$ cat src/rtl/tick_period_meter.sv
`default_nettype none
// ============================================================================
// Module   : tick_period_meter
// Purpose  : Measures period and high time of a slow asynchronous tick in clk
//            cycles. Define PERIOD_METER_CONT_EN for continuous measurement.
// Revision : 1.0  initial release
// ============================================================================
module tick_period_meter #(
  parameter int CNT_W       = 20,
  parameter int SYNC_STAGES = 2
) (
  input  logic             clk,
  input  logic             rst_n,
  input  logic             tick_in,
  input  logic             start,
  output logic             busy,
  output logic             done,
  output logic [CNT_W-1:0] period,
  output logic [CNT_W-1:0] high_time,
  output logic             overflow
);

  typedef enum logic [1:0] {
    ST_IDLE    = 2'd0,
    ST_WAIT    = 2'd1,
    ST_MEASURE = 2'd2
  } state_e;

  localparam logic [CNT_W-1:0] CNT_MAX  = {CNT_W{1'b1}};
  localparam logic [CNT_W-1:0] CNT_ONE  = {{(CNT_W-1){1'b0}}, 1'b1};
  localparam logic [CNT_W-1:0] CNT_LAST = CNT_MAX - CNT_ONE;

  logic [SYNC_STAGES-1:0] sync_q;
  logic                   hist_q;
  logic                   s_sync;
  logic                   rise;
  logic                   fall;

  state_e                 state_q;
  logic [CNT_W-1:0]       cnt_q;
  logic [CNT_W-1:0]       hi_cap_q;
  logic                   fall_seen_q;
  logic                   busy_q;
  logic                   done_q;
  logic [CNT_W-1:0]       period_q;
  logic [CNT_W-1:0]       high_q;
  logic                   ovf_q;

  always_ff @(posedge clk or negedge rst_n) begin
    if (!rst_n) begin
      sync_q <= '0;
      hist_q <= 1'b0;
    end else begin
      sync_q <= {sync_q[SYNC_STAGES-2:0], tick_in};
      hist_q <= sync_q[SYNC_STAGES-1];
    end
  end

  assign s_sync = sync_q[SYNC_STAGES-1];
  assign rise   = s_sync & ~hist_q;
  assign fall   = ~s_sync & hist_q;

  always_ff @(posedge clk or negedge rst_n) begin
    if (!rst_n) begin
      state_q     <= ST_IDLE;
      cnt_q       <= '0;
      hi_cap_q    <= '0;
      fall_seen_q <= 1'b0;
      busy_q      <= 1'b0;
      done_q      <= 1'b0;
      period_q    <= '0;
      high_q      <= '0;
      ovf_q       <= 1'b0;
    end else begin
      done_q <= 1'b0;
      case (state_q)
        ST_IDLE: begin
          if (start) begin
            state_q <= ST_WAIT;
            cnt_q   <= '0;
            ovf_q   <= 1'b0;
            busy_q  <= 1'b1;
          end
        end

        ST_WAIT: begin
          if (rise) begin
            state_q     <= ST_MEASURE;
            cnt_q       <= CNT_ONE;
            fall_seen_q <= 1'b0;
          // timeout fires on the same edge the counter reaches all-ones
          end else if (cnt_q == CNT_LAST) begin
            state_q  <= ST_IDLE;
            cnt_q    <= CNT_MAX;
            busy_q   <= 1'b0;
            done_q   <= 1'b1;
            ovf_q    <= 1'b1;
            period_q <= '0;
            high_q   <= '0;
          end else begin
            cnt_q <= cnt_q + CNT_ONE;
          end
        end

        ST_MEASURE: begin
          if (rise) begin
            period_q <= cnt_q;
            high_q   <= hi_cap_q;
            ovf_q    <= 1'b0;
            done_q   <= 1'b1;
`ifdef PERIOD_METER_CONT_EN
            // terminating rise opens the next period
            cnt_q       <= CNT_ONE;
            fall_seen_q <= 1'b0;
`else
            state_q <= ST_IDLE;
            busy_q  <= 1'b0;
`endif
          end else if (cnt_q == CNT_MAX) begin
            state_q  <= ST_IDLE;
            busy_q   <= 1'b0;
            done_q   <= 1'b1;
            ovf_q    <= 1'b1;
            period_q <= CNT_MAX;
            high_q   <= fall_seen_q ? hi_cap_q : CNT_MAX;
          end else begin
            cnt_q <= cnt_q + CNT_ONE;
            if (fall && !fall_seen_q) begin
              hi_cap_q    <= cnt_q;
              fall_seen_q <= 1'b1;
            end
          end
        end

        default: begin
          state_q <= ST_IDLE;
          busy_q  <= 1'b0;
        end
      endcase
    end
  end

  assign busy      = busy_q;
  assign done      = done_q;
  assign period    = period_q;
  assign high_time = high_q;
  assign overflow  = ovf_q;

endmodule
`default_nettype wire

$ cat config.mk
export PLATFORM = sky130hd
export DESIGN_NAME = tick_period_meter
export DESIGN_NICKNAME = d
export VERILOG_FILES = /design/src/rtl/tick_period_meter.sv
export SDC_FILE = /design/constraint.sdc
export NUM_CORES = 1
export LEC_CHECK = 0
export CORE_ASPECT_RATIO = 1.75
export CORE_MARGIN = 2
export CORE_UTILIZATION = 41
export CTS_CLUSTER_DIAMETER = 40
export CTS_CLUSTER_SIZE = 12
export DETAILED_ROUTE_END_ITERATION = 16
export DONT_BUFFER_PORTS = 1
export PLACE_DENSITY_LB_ADDON = 0.25
export SLEW_MARGIN = 0
export SYNTH_ARGS = -nofsm -noshare
export SYNTH_HDL_FRONTEND = slang
export SYNTH_SLANG_ARGS = --single-unit
$ cat constraint.sdc
create_clock -name clk -period 2.6 [get_ports clk]
set_clock_uncertainty 0.2 [all_clocks]
set_input_delay 0.39 -clock clk [delete_from_list [all_inputs] [get_ports clk]]
set_output_delay 0.39 -clock clk [all_outputs]
set_load 0.02 [all_outputs]
==> results by group, run 1 <==
Pwr
  – Sw Ratio: 41.8%
  – Sequential fraction of design power: a little over two fifths
  – Maximum VDD drop: 0.000441 V
  – Sw Pwr: 2.11 mW
  – Power Density: about 1000 nW/um2
  – Leak pwr: 2.32 nW
  – Total power: 5.04 mW
  – Clock power share: between 20% and 30%
  – Comb pwr share: 33.1%
  – Int Power: between 2 and 3 mW

STA
  – Fin crit period: between 2 and 3 ns
  – Final hold slack: -0.467 ns
  – TNS Setup: 0 ns
  – Period Utilization, post-route: 96.5%
  – Least-Margin Pin Slew: between 0.5 and 0.6 ns
  – Final Hold Viols: 89
  – Worst setup margin: 0.0909 ns
  – Final setup fails: 0
  – F_max: 399 MHz
  – RSZ-0062 raised after global routing: false
  – Pins Over Slew Limit: 0
  – Slew headroom: 66.3%

Logic synthesis
  – Main synth FF type: dfrtp_1
  – XOR/XNOR Fraction of Synth Area: 0%
  – Netlist Area Pre-Place: 4380 um2
  – Yosys cell types: between 50 and 60
  – Cells after Synth: 424
  – Synthesized area per cell: 10.3 um2
  – Async SR Flop Fraction: 100%
  – Area contributors post-synth: dfrtp_1, mux2_2, o21ai_0
  – Synth Area in Simple Gates: 14.1%
  – Syn nets: 434
  – Post-synth EDFFs: 0
  – Multiplexer area fraction after synthesis: under 10%
  – Synth Area in Compound Gates: 23.3%
  – Post-Synth Adder-Cell Area: roughly 1.7%
  – Yosys warnings: 0
  – Largest family of logic cells by synthesized area: compound AO/OA/AOI/OAI gates
  – Sequential area share after synthesis: 50.8%
  – Yosys top cell area share: 50.8%
  – Yosys reg bits: 89
  – Top cell type by total area after synthesis: dfrtp_1

Setup path
  – Worst setup SP type: flip-flop
  – Critical Path RT: 2.63 ns
  – CP Cell Sequence: ha_1, and3_1, nand4_1, buf_4, o2111ai_2, buf_12, mux2_2
  – Cell family with most CP delay: simple AND/OR/NAND/NOR gates
  – Largest stage delay, worst path: 0.43 ns
  – WP data arrival: 2.54 ns
  – Critical path buffers and inverters: 2
  – CP max FO: 19
  – Slowest-stage cell, CP: dfrtp_1
  – Setup Crit Path Kind: flip-flop to flip-flop
  – Worst setup EP type: flip-flop

Cells and area
  – Nets: 447
  – Non-filler cells, final: 572
  – Area growth, synth to finish: 13.2%
  – ANT cells: 0
  – Fill cell count: 1008
  – Layout cell share with drive strength beyond 1: 19.9%

Drt
  – Avg WL per Cell: 19.8 um
  – Post-DRT Antenna Nets: 0
  – DRT Pass-1 Iters: 4
  – Met1 Wirelength: 4.61 mm
  – Top sig layer: met4
  – Iter 0 DRT Violations: 175
  – DR WL met2: 6.04 mm
  – Routed vias/inst: around 5.9
  – Vias post-DR: 3397
  – DRC viols: 0
  – Met3 routed WL: 374 um
  – Final WL: ~11 mm

Floorplanning
  – Die Ht: 141 um
  – Core area: 10600 um2
  – Std cell rows: 50
  – IO Count: 47
  – Die width: approximately 80 um
  – Die area: 11600 um2
  – Starting Density: 41.5%

Clock tree
  – Clk sinks: 89
  – H-tree Lvls: 3
  – Clk Latency, worst-skew pair: 0.35 ns
  – CTS tree: yes
  – CTS Buf Count: 9
  – CTS Hold Bufs: 1
  – CTS max path bufs: 2
  – Worst-path clk slew: 0.07 ns
  – Clk Tree Root Cell: clkbuf_16

GRT
  – Vias in the first global route: between 3k and 4k
  – GRT overflow: 0
  – Initial antenna violation count: 0
  – Total GRT Usage: a little over a fifth
  – First-pass GRT wire length: 18.4 mm
  – Pin count of the biggest net entering global routing: 90

Place
  – GP Congestion: 0.901
  – Post-Place Cells: 553
  – Hpwl dp: between 8 and 9 mm
  – Input/output buffers: 0
  – Pre-CTS setup slack: -0.0509 ns

Worst hold path
  – Worst hold path class: input pin to asynchronous set/reset pin

Status
  – Failing checks: hold timing
  – Outcome: finished with violations

Flow run
  – Max-cap violation count: 0
placed cells by master, fill, tap and decap left out, types with 2 or more instances in the layout:
cell        n
dfrtp_1    89
o21ai_0    44
buf_4      37
nor2_1     31
nand2_1    24
o31ai_1    23
o21ai_1    22
mux2_2     21
o2bb2ai_1  20
nand3_1    14
clkbuf_16   9
nand4_1     7
nor3_1      7
ha_1        6
inv_1       5
and4_1      5
and3_1      5
a21o_1      5
a211oi_1    5
a22o_1      5
and2_1      4
nor2b_1     4
a21oi_1     4
nand4_2     3
a32o_1      3
inv_6       3
nand2b_1    2
nand3b_1    2
o21bai_1    2
o211ai_1    2
a31oi_1     2
clkinv_2    2
layout make-up:
class	instances	area (um2)	share of cell area (%)
Timing Repair Buffer	39	308	6.20
Clock inverter	7	52.6	1.06
Tap cell	130	163	3.28
Inverter	5	18.8	0.378
Clock buffer	9	225	4.54
Multi-Input combinational cell	293	1970	39.6
Sequential cell	89	2230	44.9
path summary, 6_finish.rpt:
| path | from | to | slack (ns) | cells past startpoint |
|---|---|---|---|---|
| worst max-delay path | cnt_q[0] | hi_cap_q[19] | 0.09 | 7 |
| worst min-delay path | rst_n | period[1] | -0.47 | 0 |
| worst max register to register | cnt_q[0] | hi_cap_q[19] | 0.09 | 7 |
| worst min register to register | sync_q[0] | sync_q[1] | 0.15 | 0 |
| max in group asynchronous | rst_n | high_time[9] | 2.53 | 0 |
| min in group clk | sync_q[0] | sync_q[1] | 0.15 | 0 |
synthesized netlist by cell type (all sizes together) (4+ instances only):
cell,instances
o31ai,23
nor2,31
nor3,7
a22o,5
dfrtp,89
clkbuf,23
nand2,24
nand3,14
o2bb2ai,20
and2,4
a21oi,5
inv,5
ha,6
o21ai,66
buf,14
and3,5
a211oi,6
and4,5
mux2,21
a21o,5
nand4,10
nor2b,4
sequential cells by signal, summed over array words and instances (netlist names):
register	cells
high_time	20
overflow	1
period	20
fall_seen_q	1
state_q	2
hist_q	1
sync_q	2
cnt_q	20
busy	1
hi_cap_q	20
done	1
timing repair:
action	4_1_cts	5_1_grt
resized for setup	1	1
setup endpoints to repair	41	5
endpoints found under the hold margin	90	89
pin swaps	1	0
setup buffers	2	0
worst reg2reg max path: cells and delay by family, from the launching register on:
family / cells / cell delay, ns
AOI/OAI and AO/OA: 1 / 0.29
DFF: 1 / 0.43
buffers and inverters: 2 / 0.39
and+or+nand+nor: 2 / 0.47
adders and majority gates: 1 / 0.25
muxes: 1 / 0.37
per-layer routing:
| metal | up-vias | GRT usage [%] |
|---|---|---|
| met4 | 0 | 10.0 |
| met2 | 72 | 35.9 |
| li1 | 1596 | - |
| met3 | 21 | 4.10 |
| met5 | - | 0 |
| met1 | 1708 | 25.2 |
stage by stage:
stage                     area [um2]  utilization [%]  hold slack [ns]
after floorplan                 4380                -           -0.106
after global placement          4650             44.0           -0.103
after detailed placement        4650             44.0           -0.103
after CTS                       4960             46.9           -0.476
after global routing            4960             46.9           -0.483
final                           4960             46.9           -0.467
kinds of logic after synthesis:
| family | count (synthesis) |
|---|---|
| AOI/OAI and AO/OA | 151 |
| and+or+nand+nor | 115 |
| DFF | 89 |
| buffers and inverters | 42 |
| muxes | 21 |
| adders and majority gates | 6 |
power groups by stage:
stage,clock [mW],combinational (mW),sequential [mW]
finish,1.24,1.67,2.13
global route,1.32,1.84,2.18
CTS,1.26,1.68,2.14
detailed placement,0,1.67,2.17
global placement,0,1.64,2.16
floorplan,0,1.25,2.11
Power figures use the tool's default switching activity.
==> run 2: changes to the inputs <==
--- a/config.mk
+++ b/config.mk
@@ -5,7 +5,7 @@
 export SDC_FILE = /design/constraint.sdc
 export NUM_CORES = 1
 export LEC_CHECK = 0
-export CORE_ASPECT_RATIO = 1.75
+export CORE_ASPECT_RATIO = 0.7
 export CORE_MARGIN = 2
 export CORE_UTILIZATION = 41
 export CTS_CLUSTER_DIAMETER = 40
==> run 2 against run 1 <==
Via count is 3.2% higher. Critical path depth stayed put. Clock power is 12% higher. Sequential power hardly changed. Sequential share of layout area is 1.2 points lower. Global-route usage is 0.64 points lower. Sequential cell count stayed put. The run still ends with hold timing left. Wire length is 1.2% lower. Die area is 0.16% lower. Cell area is 2.7% higher. Hold slack better by 0.0082 ns.
==> results by group, run 2 (synthesized netlist as in run 1, its figures left out) <==
Floorplanning
  – Die Ht: 90.5 um (-36%)
  – Die width: 128 um (+55%)
  – Starting Density: 42.2% (+0.71 points)
  – Std cell rows: 31 (-38%)
  – Core area: 10400 um2 (-1.7%)
  – IO Count: 47 (unchanged)
  – Die area: 11500 um2 (-0.16%)

Flow run
  – Max-cap violation count: 0 (unchanged)

Drt
  – Vias post-DR: 3507 (+3.2%)
  – Final WL: 11.2 mm (-1.2%)
  – Post-DRT Antenna Nets: 0 (unchanged)
  – Avg WL per Cell: 19.1 um (-3.8%)
  – Iter 0 DRT Violations: 210 (+20%)
  – DRT Pass-1 Iters: 5 (+1)
  – Routed vias/inst: 5.97 (+0.60%)
  – DRC viols: 0 (unchanged)

Pwr
  – Leak pwr: 2.41 nW (+3.7%)
  – Total power: 5.28 mW (+4.7%)
  – Maximum VDD drop: 0.000456 V (+3.5%)
  – Power Density: 1040 nW/um2 (+1.9%)

GRT
  – Vias in the first global route: 3521 (+3.1%)
  – GRT overflow: 0 (unchanged)
  – First-pass GRT wire length: 18.8 mm (+2.2%)
  – M2 GR Usage: 29.9% (-6.0 points)
  – Pin count of the biggest net entering global routing: 90 (unchanged)
  – Most crowded layer after global routing: met1
  – Total GRT Usage: 20.6% (-0.64 points)
  – Grt met3 use: 5.75% (+1.6 points)
  – Met1 usage in global routing: 30.3% (+5.1 points)
  – Initial antenna violation count: 0 (unchanged)

STA
  – F_max: 402 MHz (+0.86%)
  – Slew headroom: 56.6% (-9.7 points)
  – RSZ-0062 raised after global routing: false
  – Pins Over Slew Limit: 0 (unchanged)
  – Least-Margin Pin Slew: 0.650 ns (+0.145 ns)
  – Final Hold Viols: 89 (unchanged)
  – Fin crit period: 2.49 ns (-0.0214 ns)
  – Final hold slack: -0.459 ns (+0.00819 ns)
  – Period Utilization, post-route: 95.7% (-0.82 points)
  – Worst setup margin: 0.112 ns (+0.0214 ns)
  – Final setup fails: 0 (unchanged)

Clock tree
  – CTS Buf Count: 9 (unchanged)
  – CTS max path bufs: 2 (unchanged)
  – Clk sinks: 89 (unchanged)
  – H-tree Lvls: 3 (unchanged)
  – Clk Latency, worst-skew pair: 0.34 ns (about the same)
  – Worst-path clk slew: 0.06 ns (about the same)
  – CTS tree: yes
  – Setup bufs post-CTS: 0 (-2)
  – CTS Hold Bufs: 1 (unchanged)
  – Clk Tree Root Cell: clkbuf_16

Setup path
  – Critical Path RT: 2.62 ns (about the same)
  – Setup Crit Path Kind: flip-flop to flip-flop
  – Slowest-stage cell, CP: or3_4
  – RR Startpoint: cnt_q[0]
  – Cell family with most CP delay: simple AND/OR/NAND/NOR gates
  – R2R Path End: high_time[7]
  – CP max FO: 40 (+21)
  – CP Cell Sequence: buf_4, inv_1, ha_1, and3_1, a31oi_4, or3_4, o2bb2ai_1
  – Worst R2R Path Depth: 7 (unchanged)
  – Largest stage delay, worst path: 0.59 ns (+0.16 ns)
  – Critical path buffers and inverters: 2 (unchanged)
  – WP data arrival: 2.51 ns (-0.03 ns)
  – Setup slack, reg-to-reg: 0.11 ns (+0.02 ns)
  – Worst setup EP type: flip-flop
  – Worst setup SP type: flip-flop

Cells and area
  – FF/Latch Area: 2230 um2 (unchanged)
  – Multi-input gate area: 1960 um2 (-0.32%)
  – ANT cells: 0 (unchanged)
  – Final core utilization: 49.0% (+2.1 points)
  – Fill cell count: 979 (-2.9%)
  – Layout cell share with drive strength beyond 1: 22.0% (+2.1 points)
  – Nets: 460 (+2.9%)
  – Area growth, synth to finish: 16.3%
  – Most frequent cells in the layout: dfrtp_1, buf_4, o21ai_0, nor2_1, nand2_1
  – Leading cell type in the layout, fill and taps excluded: dfrtp_1

Status
  – Failing checks: hold timing
  – Outcome: finished with violations

Place
  – Input/output buffers: 0 (unchanged)
  – Hpwl dp: 7.82 mm (-2.7%)
  – Pre-CTS setup slack: -0.102 ns (-0.0508 ns)
  – GP Congestion: 0.890 (-1.3%)

Worst hold path
  – Worst hold path class: input pin to asynchronous set/reset pin
## run 2: cell types whose count changed in the layout (fill, tap and decap cells not counted)
cell,before,now
clkinv_4,1,0
clkinvlp_4,1,2
buf_4,37,50
o21ai_0,44,45
bufinv_16,0,2
o2111ai_1,0,1
o21ai_1,22,21
inv_6,3,1
o2111ai_2,1,0
## run 2: report_power, final
| part | switching, mW | internal (mW) |
|---|---|---|
| Combinational | 1.07 | 0.689 |
| Sequential | 0.471 | 1.66 |
| Clock | 0.546 | 0.841 |
## run 2: worst max-delay path by stage
stage / start / endpoint / cells after the start
2_1_floorplan: cnt_q[1] / hi_cap_q[10] / 7
3_3_place_gp: state_q[1] / cnt_q[13] / 8
3_5_place_dp: state_q[1] / cnt_q[13] / 8
4_1_cts: cnt_q[0] / high_time[2] / 7
5_1_grt: cnt_q[0] / high_time[5] / 7
6_report: cnt_q[0] / high_time[7] / 7
## run 2: final cells by class
cell class / count / area share [%]
well taps: 132 / 3.24
flip-flops and latches: 89 / 43.7
clock buffers: 9 / 4.42
repair buffers: 52 / 7.95
clock inverters: 7 / 1.84
inverters: 5 / 0.368
multi-input cells: 293 / 38.5
## run 2: stage by stage
step	setup TNS [ns]	std cells	cell area, um2
after floorplan	0	424	4380
after global placement	0	570	4760
after detailed placement	-0.478	570	4760
after CTS	0	587	5100
after global routing	0	587	5100
final	0	587	5100
## run 2: what timing repair did
| item | CTS | global route |
|---|---|---|
| gates resized for setup | 1 | 0 |
| endpoints found under the hold margin | 90 | 89 |
| setup endpoints to repair | 14 | 0 |
## run 2: routing by layer
metal / wire, um / vias up
met5: 0 / -
met1: 5620 / 1788
met2: 4930 / 84
met4: 86 / 0
met3: 561 / 9
li1: - / 1626
## run 2: worst register-to-register path: stages, from the launching register on
cell and delay (ns):
dfrtp_1 0.38, buf_4 0.16, inv_1 0.13, ha_1 0.17, and3_1 0.36, a31oi_4 0.15, or3_4 0.59, o2bb2ai_1 0.24
